**src/rtl/spi_slave_byte_if.sv**
```systemverilog
// Pin and stream bundle for spi_slave_byte: SPI pins plus the RX/TX valid/ready streams.
// The slave modport is the device side; the master modport is whoever drives the pins and streams.
`timescale 1ns/1ps
interface spi_slave_byte_if #(
  parameter int DATA_W = 8
);
  logic              spi_clk;
  logic              spi_csn;
  logic              spi_mosi;
  logic              spi_miso;
  logic [DATA_W-1:0] rx_data;
  logic              rx_valid;
  logic              rx_ready;
  logic [DATA_W-1:0] tx_data;
  logic              tx_valid;
  logic              tx_ready;
  logic              overrun;
  logic              underrun;

  modport slave (
    input  spi_clk, spi_csn, spi_mosi, rx_ready, tx_data, tx_valid,
    output spi_miso, rx_data, rx_valid, tx_ready, overrun, underrun
  );

  modport master (
    output spi_clk, spi_csn, spi_mosi, rx_ready, tx_data, tx_valid,
    input  spi_miso, rx_data, rx_valid, tx_ready, overrun, underrun
  );
endinterface

```
**src/rtl/spi_slave_byte.sv**
```systemverilog
// SPI mode-0 slave: oversampled pins, MOSI deserialised to a valid/ready stream, MISO fed from one.
// Define SPI_SLAVE_RX_FIFO_EN to replace the single RX holding register with a FWFT FIFO.
`timescale 1ns/1ps
module spi_slave_byte #(
  parameter int DATA_W      = 8,
  parameter int SYNC_STAGES = 2,
  parameter int FIFO_DEPTH  = 4
) (
  input  logic               clk,
  input  logic               resetn,
  spi_slave_byte_if.slave    bus
);

  localparam int            CW       = (DATA_W > 1) ? $clog2(DATA_W) : 1;
  localparam logic [CW-1:0] LAST_BIT = CW'(DATA_W - 1);

  if (SYNC_STAGES < 2) begin : g_bad_sync
    $error("spi_slave_byte: SYNC_STAGES must be at least 2");
  end
  if (FIFO_DEPTH < 2 || (FIFO_DEPTH & (FIFO_DEPTH - 1)) != 0) begin : g_bad_depth
    $error("spi_slave_byte: FIFO_DEPTH must be a power of 2, at least 2");
  end

  typedef enum logic {IDLE, ACTIVE} state_t;

  // ---------------------------------------------------------------- pin sync
  logic [SYNC_STAGES-1:0] sclk_sync, csn_sync, mosi_sync;
  logic                   sclk_d, csn_d;
  logic                   sclk_s, csn_s, mosi_s;
  logic                   rise, fall, cs_start;

  // Idle levels are preloaded so reset release never looks like an edge or a select.
  always_ff @(posedge clk or negedge resetn) begin
    if (!resetn) begin
      sclk_sync <= '0;
      csn_sync  <= '1;
      mosi_sync <= '0;
      sclk_d    <= 1'b0;
      csn_d     <= 1'b1;
    end else begin
      // NOTE: non-blocking so each stage samples the previous stage's old value.
      sclk_sync <= {sclk_sync[SYNC_STAGES-2:0], bus.spi_clk};
      csn_sync  <= {csn_sync[SYNC_STAGES-2:0],  bus.spi_csn};
      mosi_sync <= {mosi_sync[SYNC_STAGES-2:0], bus.spi_mosi};
      sclk_d    <= sclk_s;
      csn_d     <= csn_s;
    end
  end

  assign sclk_s   = sclk_sync[SYNC_STAGES-1];
  assign csn_s    = csn_sync[SYNC_STAGES-1];
  assign mosi_s   = mosi_sync[SYNC_STAGES-1];
  assign rise     = sclk_s & ~sclk_d;
  assign fall     = ~sclk_s & sclk_d;
  assign cs_start = csn_d & ~csn_s;

  // ---------------------------------------------------------------- shifter FSM
  state_t            state, state_n;
  logic [CW-1:0]     cnt, cnt_n;
  logic [DATA_W-1:0] rx_shift, rx_shift_n;
  logic [DATA_W-1:0] tx_shift, tx_shift_n;
  logic              word_done, word_done_n;
  logic              rx_push, rx_push_n;
  logic              tx_load;
  logic              miso_q, miso_n;
  logic              tx_ready_q, underrun_q;

  always_ff @(posedge clk or negedge resetn) begin
    if (!resetn) begin
      state      <= IDLE;
      cnt        <= '0;
      rx_shift   <= '0;
      tx_shift   <= '0;
      word_done  <= 1'b0;
      rx_push    <= 1'b0;
      miso_q     <= 1'b0;
      tx_ready_q <= 1'b0;
      underrun_q <= 1'b0;
    end else begin
      state      <= state_n;
      cnt        <= cnt_n;
      rx_shift   <= rx_shift_n;
      tx_shift   <= tx_shift_n;
      word_done  <= word_done_n;
      rx_push    <= rx_push_n;
      miso_q     <= miso_n;
      tx_ready_q <= tx_load & bus.tx_valid;
      underrun_q <= tx_load & ~bus.tx_valid;
    end
  end

  always_comb begin
    // NOTE: every output of this block gets a default first, so no path can infer a latch.
    state_n     = state;
    cnt_n       = cnt;
    rx_shift_n  = rx_shift;
    tx_shift_n  = tx_shift;
    word_done_n = word_done;
    rx_push_n   = 1'b0;
    tx_load     = 1'b0;

    unique case (state)
      IDLE: begin
        // A rise coinciding with cs_start is a protocol violation and is ignored here.
        if (cs_start) begin
          tx_load     = 1'b1;
          state_n     = ACTIVE;
          cnt_n       = '0;
          word_done_n = 1'b0;
        end
      end
      ACTIVE: begin
        if (csn_s) begin
          // Deselect drops any partial word and realigns the bit counter.
          state_n     = IDLE;
          cnt_n       = '0;
          word_done_n = 1'b0;
        end else if (rise) begin
          rx_shift_n = {rx_shift[DATA_W-2:0], mosi_s};
          if (cnt == LAST_BIT) begin
            cnt_n       = '0;
            word_done_n = 1'b1;
            rx_push_n   = 1'b1;
          end else begin
            cnt_n = cnt + 1'b1;
          end
        end else if (fall) begin
          if (word_done) begin
            tx_load     = 1'b1;
            word_done_n = 1'b0;
          end else begin
            tx_shift_n = tx_shift << 1;
          end
        end
      end
      default: state_n = IDLE;
    endcase

    if (tx_load) tx_shift_n = bus.tx_valid ? bus.tx_data : '0;
    miso_n = (state_n == ACTIVE) & tx_shift_n[DATA_W-1];
  end

  assign bus.spi_miso = miso_q;
  assign bus.tx_ready = tx_ready_q;
  assign bus.underrun = underrun_q;

  // ---------------------------------------------------------------- RX storage
  // rx_push arrives one clk after the last synced rise; rx_shift holds the full word then.
  logic rx_pop;
  logic overrun_q;

`ifdef SPI_SLAVE_RX_FIFO_EN
  localparam int AW = $clog2(FIFO_DEPTH);

  logic [DATA_W-1:0] mem [FIFO_DEPTH];
  logic [AW:0]       wr_ptr, rd_ptr;
  logic              empty, full, do_push;

  assign empty   = (wr_ptr == rd_ptr);
  assign full    = (wr_ptr[AW] != rd_ptr[AW]) && (wr_ptr[AW-1:0] == rd_ptr[AW-1:0]);
  assign rx_pop  = ~empty & bus.rx_ready;
  assign do_push = rx_push & (~full | rx_pop);

  always_ff @(posedge clk or negedge resetn) begin
    if (!resetn) begin
      wr_ptr    <= '0;
      rd_ptr    <= '0;
      overrun_q <= 1'b0;
    end else begin
      if (do_push) wr_ptr <= wr_ptr + 1'b1;
      if (rx_pop)  rd_ptr <= rd_ptr + 1'b1;
      overrun_q <= rx_push & full & ~rx_pop;
    end
  end

  // NOTE: storage array has no reset; the pointers alone define which entries are valid.
  always_ff @(posedge clk) begin
    if (do_push) mem[wr_ptr[AW-1:0]] <= rx_shift;
  end

  // Gate the unreset storage so rx_data reads zero whenever nothing is held.
  assign bus.rx_data  = empty ? '0 : mem[rd_ptr[AW-1:0]];
  assign bus.rx_valid = ~empty;
`else
  logic [DATA_W-1:0] rx_data_q;
  logic              rx_valid_q;

  assign rx_pop = rx_valid_q & bus.rx_ready;

  always_ff @(posedge clk or negedge resetn) begin
    if (!resetn) begin
      rx_data_q  <= '0;
      rx_valid_q <= 1'b0;
      overrun_q  <= 1'b0;
    end else begin
      overrun_q <= 1'b0;
      if (rx_push) begin
        // A handshake in the same clk frees the register for the new word.
        if (!rx_valid_q || rx_pop) begin
          rx_data_q  <= rx_shift;
          rx_valid_q <= 1'b1;
        end else begin
          overrun_q <= 1'b1;
        end
      end else if (rx_pop) begin
        rx_valid_q <= 1'b0;
      end
    end
  end

  assign bus.rx_data  = rx_data_q;
  assign bus.rx_valid = rx_valid_q;
`endif

  assign bus.overrun = overrun_q;

endmodule
```
**src/flat_wrapper.sv**
```systemverilog
// flat-port wrapper written by rule: the top's interface ports become plain ports
module spi_slave_byte_flat 
#(
  parameter int DATA_W      = 8,
  parameter int SYNC_STAGES = 2,
  parameter int FIFO_DEPTH  = 4
)
  (clk, resetn, bus_spi_clk, bus_spi_csn, bus_spi_mosi, bus_rx_ready, bus_tx_data, bus_tx_valid, bus_spi_miso, bus_rx_data, bus_rx_valid, bus_tx_ready, bus_overrun, bus_underrun);
  spi_slave_byte_if #(.DATA_W(DATA_W)) bus_i ();
  input  logic clk;
  input  logic resetn;
  input wire logic [$bits(bus_i.spi_clk)-1:0] bus_spi_clk;
  input wire logic [$bits(bus_i.spi_csn)-1:0] bus_spi_csn;
  input wire logic [$bits(bus_i.spi_mosi)-1:0] bus_spi_mosi;
  input wire logic [$bits(bus_i.rx_ready)-1:0] bus_rx_ready;
  input wire logic [$bits(bus_i.tx_data)-1:0] bus_tx_data;
  input wire logic [$bits(bus_i.tx_valid)-1:0] bus_tx_valid;
  output wire logic [$bits(bus_i.spi_miso)-1:0] bus_spi_miso;
  output wire logic [$bits(bus_i.rx_data)-1:0] bus_rx_data;
  output wire logic [$bits(bus_i.rx_valid)-1:0] bus_rx_valid;
  output wire logic [$bits(bus_i.tx_ready)-1:0] bus_tx_ready;
  output wire logic [$bits(bus_i.overrun)-1:0] bus_overrun;
  output wire logic [$bits(bus_i.underrun)-1:0] bus_underrun;
  assign bus_i.spi_clk = bus_spi_clk;
  assign bus_i.spi_csn = bus_spi_csn;
  assign bus_i.spi_mosi = bus_spi_mosi;
  assign bus_i.rx_ready = bus_rx_ready;
  assign bus_i.tx_data = bus_tx_data;
  assign bus_i.tx_valid = bus_tx_valid;
  assign bus_spi_miso = bus_i.spi_miso;
  assign bus_rx_data = bus_i.rx_data;
  assign bus_rx_valid = bus_i.rx_valid;
  assign bus_tx_ready = bus_i.tx_ready;
  assign bus_overrun = bus_i.overrun;
  assign bus_underrun = bus_i.underrun;
  spi_slave_byte #(.DATA_W(DATA_W), .SYNC_STAGES(SYNC_STAGES), .FIFO_DEPTH(FIFO_DEPTH)) u_core (.clk(clk), .resetn(resetn), .bus(bus_i));
endmodule
```
**config.mk**
```make
export PLATFORM = sky130hd
export DESIGN_NAME = spi_slave_byte_flat
export DESIGN_NICKNAME = d
export VERILOG_FILES = /design/src/rtl/spi_slave_byte_if.sv /design/src/rtl/spi_slave_byte.sv /design/src/flat_wrapper.sv
export SDC_FILE = /design/constraint.sdc
export NUM_CORES = 1
export LEC_CHECK = 0
export ABC_AREA = 0
export BUFFER_PORTS_ARGS = -buffer_cell sky130_fd_sc_hd__buf_2
export CAP_MARGIN = 5
export CORE_MARGIN = 2
export CORE_UTILIZATION = 54
export DETAILED_ROUTE_END_ITERATION = 10
export PLACE_DENSITY = 0.85
export SETUP_SLACK_MARGIN = 0.1
export SKIP_LAST_GASP = 1
export SYNTH_ARGS = -nofsm -noshare
export SYNTH_HDL_FRONTEND = slang
export SYNTH_SLANG_ARGS = --single-unit
```
**constraint.sdc**
```tcl
create_clock -name clk -period 1.9 [get_ports clk]
set_clock_uncertainty 0.2 [all_clocks]
set_input_delay 0.38 -clock clk [delete_from_list [all_inputs] [get_ports clk]]
set_output_delay 0.38 -clock clk [all_outputs]
set_load 0.05 [all_outputs]
```
Word level (Yosys, flattened, before mapping)
Cells that the tools add are included.

Flip-flop bits (word level): 43. Input port bits: 15. Output and inout port bits: 13. Logic and storage cells: 86.

Add/subtract/negate cells: 1. Equality and inequality tests: 9. Muxes and demuxes: 35. Bitwise operators: 12. Reductions and logical operators: 11.

Operator list (count): 2-to-1 mux 8 bit (7); 2-to-1 mux 1 bit (20); 2-to-1 mux 3 bit (4); inequality test 2 bit (second input constant) (4); bitwise AND 1 bit (7); one-hot mux 1 bit (2 select lines) (3); one-hot mux 3 bit (2 select lines) (1); AND reduction 2 bit (3); AND reduction 3 bit (2); nonzero test 2 bit (3); inverter 1 bit (5); AND reduction 5 bit (1); inequality test 4 x 1 -> 1 bit (second input constant) (1); inequality test 4 x 3 -> 1 bit (second input constant) (1); adder 3 x 1 -> 3 bit (second input constant) (1); equality test 3 bit (second input constant) (1); inequality test 3 x 1 -> 1 bit (second input constant) (1); inequality test 2 x 1 -> 1 bit (second input constant) (1); zero test 1 bit (1); logical OR 1 bit (1).

Logic depth before layout (Yosys ltp)
Gate-level depths: netlist of run 1.

Depth in word-level cells: 8. Depth in mapped cells: 5. Depth with buffers taken out: 4.

Worst setup path after synthesis of run 1
Ideal clock, no wire load.

Path type: register to register. Start: reg u_core.rx_valid_q, in the netlist u_core.bus.rx_valid. End: reg u_core.rx_data_q[0], in the netlist u_core.bus.rx_data[0]. Library setup time: 125 ps. Arrival: 1343 ps. Data required time: 1575 ps. Slack: 233 ps. Cell stages (with the launch flop): 4. Path buffers: 0. Period minus slack after synthesis: 1667 ps. Cell sequence: dfrtp_1 > nand2b_1 > nand2_1 > mux2_2.

Cells in the longest elaborated chain, start to end: 3. Elaborated cells on any way between the ends: 4. Those cells by class: 1 x bitwise; 3 x reduce/logical.

RTL lines: start: declaration (line spi_slave_byte.sv:186) `logic rx_valid_q;`; start signal: assignment (line spi_slave_byte.sv:193) `rx_valid_q <= 1'b0;`; start signal: assignment (line spi_slave_byte.sv:201) `rx_valid_q <= 1'b1;`; start signal: assignment (line spi_slave_byte.sv:206) `rx_valid_q <= 1'b0;`; bitwise AND 1 bit or zero test 1 bit (tied branches) (line spi_slave_byte.sv:188, spi_slave_byte.sv:199); logical OR 1 bit (*) (line spi_slave_byte.sv:199) `if (!rx_valid_q || rx_pop) begin`; AND reduction 2 bit (no line) (*); end signal: assignment (line spi_slave_byte.sv:200) `rx_data_q <= rx_shift;`; end: declaration (line spi_slave_byte.sv:185) `logic [DATA_W-1:0] rx_data_q;`.

Every way passes the cells marked *; elsewhere a longest branch is shown, timed or not. A chain may end at the register's enable or synchronous reset.

Worst setup path in the final report of run 1
Start: reg u_core.csn_sync[1]. End: reg u_core.rx_shift[1].

Cells in the longest elaborated chain, start to end: 2.

RTL lines: start: declaration (line spi_slave_byte.sv:27) `logic [SYNC_STAGES-1:0] sclk_sync, csn_sync, mosi_sync;`; start signal: assignment (line spi_slave_byte.sv:43) `csn_sync <= {csn_sync[SYNC_STAGES-2:0], bus.spi_csn};`; inverter 1 bit (no line); AND reduction 3 bit (no line); end signal: assignment (line spi_slave_byte.sv:82) `rx_shift <= rx_shift_n;`; end: declaration (line spi_slave_byte.sv:60) `logic [DATA_W-1:0] rx_shift, rx_shift_n;`.

No other way between the ends.

==> results.md, run 1 <==
- Cells after DPL: 174
- Post-route ant nets: 0
- Nets: 172
- Crit path kind: flip-flop to flip-flop
- Clock Tree Root: clkbuf_4
- Gate Count Post-Synth: 116
- GRT busiest layer: met2
- Unrepaired setup endpoints after global routing: no
- Cell Pwr Density: 850.3 nW/µm²
- Via/cell ratio: 5.365
- Static Leak: 0.001005 µW
- Final RePlAce weighted congestion: 0.8423
- Worst EP arrival: 1.77 ns
- Share of cells above drive strength 1: 0.4231
- Met1 usage: 0.2006
- Util after Layout: 0.6646
- Critical Path End Type: flip-flop
- DRT Pass-1 Iters: 4
- Number of port buffers: 27
- Leading area contributor after synthesis: dfrtp_1
- Syn Area/Cell: 14.45 µm²
- Top post-synthesis cells by area: dfrtp_1 (60%), mux2_2 (11%), dfstp_2 (4.7%)
- CP Launch Type: flip-flop
- Fin cells: 189
- Worst Slack Setup Final: 0.1740 ns
- CTS Buf Count: 5
- Die width: 59.72 µm
- Top cell type's share of synthesized area: 0.5970
- Longest Clk Path Bufs: 2
- Count of cell types in the netlist: 30
- YS warnings: 0
- Wirelength per Cell: 14.52 µm
- Seq/Total Area, Yosys: 0.6440
- Cell area after layout: 1996 µm²
- Tmin final: 1.726 ns
- Initial antenna violation count: 0
- CTS tree: yes
- GRT overflow: 0
- WL final: 2744 µm
- Critical path cell sequence: and4bb_2, mux2_2
- Syn Std Cell Area: 1677 µm²
- Critical-path top delay cell: dfstp_2
- Post-route DRC: 0
- Core area: 3003 µm²
- DP Worst Slack: 0.1099 ns
- Syn Nets: 133
- Worst slew margin: 0.6640
- Max-Cap Viols: 0
- Setup-failing EPs final: 0
- Number of synthesized register bits: 43
- Fin crit share: 0.9084
- Endpoints failing hold: 0
- DIE AREA: 3566 µm²
- CP Buf/Inv Count: 0
- GRT Total Usage: 0.1818
- Clock transition at path regs: 0.12 ns
- N_diodes: 0
- Setup TNS: 0 ns
- Area grow syn2layout: 19.03%
- FMAX: 0.5794 GHz
- 1st-iter DRT viols: 53
- H-tree depth: 2
- Worst vdd ir: 0.4245 mV
- Vias: 1,014
- Initial Util: 0.5583
- Placed Area: 1843 µm²
- Worst slew pin tran: 0.5040 ns
- Hold Path Class: primary input to flip-flop
- Status: finished clean
- Met2 GRT Util: 0.3059
- Grt met3 use: 0.05195
- Worst EP required: 1.95 ns
- Die H: 59.72 µm
- Clk_lat worst skew: 0.35 ns
- Via count of the first global-routing pass: 1,048
- Largest net degree at the start of global routing: 44
- Global-route wire length before repair: 4554 µm
- Critical Path Max Stage Delay: 0.74 ns
- CP delay by family, top: flip-flops
- CP Max Fanout: 13
- Final Max Tran Viols: 0
- DP HPWL: 1881 µm
- Core Rows: 20
- Boundary Pins: 28
- Clock Sinks: 43
-- power breakdown --
| group | internal [µW] | switching (µW) |
|---|---|---|
| clock | 216 | 280 |
| sequential | 983 | 47.0 |
| combinational | 89.0 | 81.4 |
| total | 1290 | 409 |
-- cell families after synthesis --
group / count (synthesis) / share of synthesized area
flops: 43 / 0.6440
compound gates: 20 / 0.1097
xor+xnor: 1 / 0.005225
simple gates: 27 / 0.09925
mux: 16 / 0.1075
buf+inv: 7 / 0.01940
fa+ha+maj: 2 / 0.01492
-- Yosys cell counts --
cell type / number
dfrtp_1: 40
mux2_2: 16
nor2_1: 7
nor2b_1: 7
a221o_1: 6
a22o_1: 4
inv_1: 4
dfstp_2: 3
nand2_1: 3
a21oi_1: 2
and2_1: 2
buf_2: 2
ha_1: 2
o21ai_0: 2
a2111oi_2: 1
a211oi_2: 1
a21o_1: 1
a21oi_2: 1
a21oi_4: 1
a221oi_1: 1
and4bb_2: 1
buf_4: 1
nand2b_1: 1
nand3b_1: 1
nand4b_1: 1
nor3_1: 1
nor4b_2: 1
or2b_4: 1
or3_1: 1
xor2_1: 1
-- sequential cells by signal, summed over array words and instances (netlist names), 2 cells and up --
signal,count
u_core.bus.rx_data,8
u_core.tx_shift,8
u_core.mosi_sync,2
u_core.sclk_sync,2
u_core.cnt,3
u_core.rx_shift,8
u_core.csn_sync,2
-- cells in the final DEF (no fill, tap or decap), types with 2 or more instances in the layout --
cell and n:
a21oi_4 2, nand2_1 3, a22o_1 4, buf_4 3, nor2b_1 7, inv_1 4
o21ai_0 2, buf_2 27, a221o_1 6, a21oi_1 2, clkbuf_8 2, nor2_1 7
dfstp_2 3, dfrtp_1 40, mux2_2 16, ha_1 2, clkbuf_4 5, dlygate4sd3_1 5
-- layer usage --
| metal | part of all wire | up-vias |
|---|---|---|
| li1 | - | 491 |
| met1 | 0.44 | 492 |
| met2 | 0.48 | 24 |
| met3 | 0.048 | 7 |
| met4 | 0.026 | 0 |
| met5 | 0 | - |
-- final cells by class --
| cell class | instances | area (µm²) |
|---|---|---|
| Sequential cell | 43 | 1080 |
| Fill cell | 225 | 1007 |
| Multi-Input combinational cell | 66 | 579.3 |
| Timing Repair Buffer | 35 | 207.7 |
| Clock buffer | 7 | 65.06 |
| Tap cell | 33 | 41.29 |
| Inverter | 4 | 15.01 |
| Clock inverter | 1 | 7.507 |
-- worst register-to-register path: stages, from the launching register on --
cell and delay [ns]:
dfstp_2 0.74, and4bb_2 0.39, mux2_2 0.31
-- path summary, 6_finish.rpt --
kind	cells past startpoint	slack (ns)	start	end
max in group asynchronous	3	0.73	resetn	u_core.csn_sync[1]$_DFF_PN1_
max	2	0.17	u_core.csn_sync[1]$_DFF_PN1_	u_core.rx_shift[1]$_DFFE_PN0P_
min in group asynchronous	3	0.40	resetn	u_core.bus.rx_valid$_DFFE_PN0P_
min	2	0.05	bus_tx_data[2]	u_core.tx_shift[2]$_DFFE_PN0P_
min reg2reg	0	0.16	u_core.csn_sync[0]$_DFF_PN1_	u_core.csn_sync[1]$_DFF_PN1_
max reg2reg	2	0.17	u_core.csn_sync[1]$_DFF_PN1_	u_core.rx_shift[1]$_DFFE_PN0P_
-- metrics by stage --
step	hold WS [ns]	power, µW
finish	0.05139	1697
global route	0.04385	1777
CTS	0.03781	1713
detailed placement	0.1434	1205
global placement	0.1325	1191
floorplan	-0.1156	1140
-- repair_timing --
action                                 in CTS  in global routing
hold buffers                                5                  0
setup buffers                               0                  2
endpoints found under the hold margin      44                  0
cloned                                      0                  0
setup endpoints to repair                   2                  8
gates resized for setup                     1                  3
(Power assumes the default switching activity.)
==> run 2: changes to the inputs <==
==> constraint.sdc (replaced) <==
create_clock -name clk -period 1.9 [get_ports clk]
set_clock_uncertainty 0.2 [all_clocks]
set_input_delay 0 -clock clk [delete_from_list [all_inputs] [get_ports clk]]
set_output_delay 0 -clock clk [all_outputs]
set_load 0.05 [all_outputs]
==> run 2 against run 1 <==
Net effect:
- die area unchanged
- sequential power about the same
- global-route usage increased by 0.096 points
- clock-buffer cell count decreased by 1
- design area increased by 5.5%
- non-clock buffer count increased by 8
- total power increased by 4.9%
- via count increased by 5.5%
==> results.md, run 2 (synthesis gave the netlist of run 1 again) <==
- Setup TNS: 0 ns
- Via count of the first global-routing pass: 1,114
- Initial Util: 0.5583
- Util after Layout: 0.7013
- CTS Buf Count: 5
- Final RePlAce weighted congestion: 0.8228
- Launch point of the critical path: u_core.sclk_sync[1]$_DFF_PN0_
- Clock Tree Root: clkbuf_4
- Endpoints failing hold: 0
- Hold WS: 0.01199 ns
- Max-Cap Viols: 0
- Area grow syn2layout: 25.60%
- Leading cell type in the layout, fill and taps excluded: dfrtp_1
- Worst EP arrival: 1.83 ns
- Global-route wire length before repair: 4629 µm
- RR Startpoint: u_core.sclk_sync[1]$_DFF_PN0_
- Clock Sinks: 43
- Unrepaired setup endpoints after global routing: yes
- Worst slew pin tran: 0.5283 ns
- WL final: 2983 µm
- Number of port buffers: 27
- Power, Total: 1781 µW
- Static Leak: 0.001041 µW
- FF+latch area: 1085 µm²
- Initial antenna violation count: 0
- Clk_lat worst skew: 0.36 ns
- Post-route DRC: 0
- Die width: 59.72 µm
- Nets: 180
- Setup-failing EPs final: 0
- Tmin final: 1.778 ns
- N_diodes: 0
- Boundary Pins: 28
- Cell Pwr Density: 845.6 nW/µm²
- CTS tree: yes
- Status: finished clean
- DP HPWL: 1818 µm
- Post-route ant nets: 0
- Worst slew margin: 0.6478
- Largest net degree at the start of global routing: 44
- Fin cells: 197
- FMAX: 0.5625 GHz
- Longest Clk Path Bufs: 2
- H-tree depth: 2
- Crit path kind: flip-flop to flip-flop
- Critical Path End Type: flip-flop
- Core Rows: 20
- Die H: 59.72 µm
- Fin crit share: 0.9356
- Final Max Tran Viols: 0
- Clock transition at path regs: 0.14 ns
- Multi-input gate area: 591.8 µm²
- CP Max Fanout: 6
- Most frequent cells in the layout: dfrtp_1 (39), buf_2 (27), mux2_2 (16)
- Worst EP required: 1.95 ns
- DRT Pass-1 Iters: 4
- CP Launch Type: flip-flop
- Core area: 3003 µm²
- Cells after DPL: 174
- DIE AREA: 3566 µm²
- Fillers: 212
- 1st-iter DRT viols: 29
- GRT Total Usage: 0.1828
- Via/cell ratio: 5.431
- Wirelength per Cell: 15.14 µm
- Vias: 1,070
- GRT overflow: 0
- Hold Path Class: primary input to async pin
- Worst vdd ir: 0.5570 mV
- Share of cells above drive strength 1: 0.3963
-- run 2: area by class of cell --
type,count,area share
Sequential cell,43,0.5152
Inverter,4,0.007130
Tap cell,33,0.01961
Multi-Input combinational cell,66,0.2810
Timing Repair Buffer,43,0.1396
Clock buffer,6,0.01961
Clock inverter,2,0.01783
-- run 2: repair_timing --
item / CTS / global route
hold buffers: 14 / 0
resized for setup: 2 / 7
pin swaps: 0 / 1
endpoints found under the setup margin: 7 / 9
hold endpoints to repair: 59 / 0
buffers inserted: 0 / 1
-- run 2: critical path, cell delays in order, from the launching register on --
cell and delay [ns]:
dfrtp_2 0.46, nand3b_1 0.26, buf_6 0.18, nor4b_4 0.28, a211oi_2 0.10, a2111oi_2 0.19
-- run 2: per-stage QoR --
step	instance area [µm²]	setup slack, ns
after floorplan	1677	0.2326
after detailed placement	1843	0.1115
after global routing	2106	0.05752
after global placement	1843	0.1813
after CTS	2068	0.09183
final	2106	0.1223
-- run 2: routing by layer --
layer,vias up,track usage,part of all wire
li1,508,-,-
met1,531,0.1962,0.43
met2,24,0.3183,0.51
met3,7,0.07143,0.043
met4,0,0.07619,0.016
met5,-,0,0
-- run 2: where the power goes --
group	switching (µW)	internal, µW
registers	47.3	984
clock network	284	278
logic	84.8	102
total	417	1360
-- run 2: final timing paths --
kind	slack, ns	end	cells past startpoint
setup / recovery	0.12	u_core.bus.spi_miso$_DFF_PN0_	5
min in group clk	0.08	u_core.mosi_sync[0]$_DFF_PN0_	2
max in group asynchronous	1.08	u_core.sclk_sync[1]$_DFF_PN0_	3
hold reg to reg	0.16	u_core.mosi_sync[1]$_DFF_PN0_	0
hold / removal	0.01	u_core.bus.rx_data[6]$_DFFE_PN0P_	3
setup reg to reg	0.12	u_core.bus.spi_miso$_DFF_PN0_	5
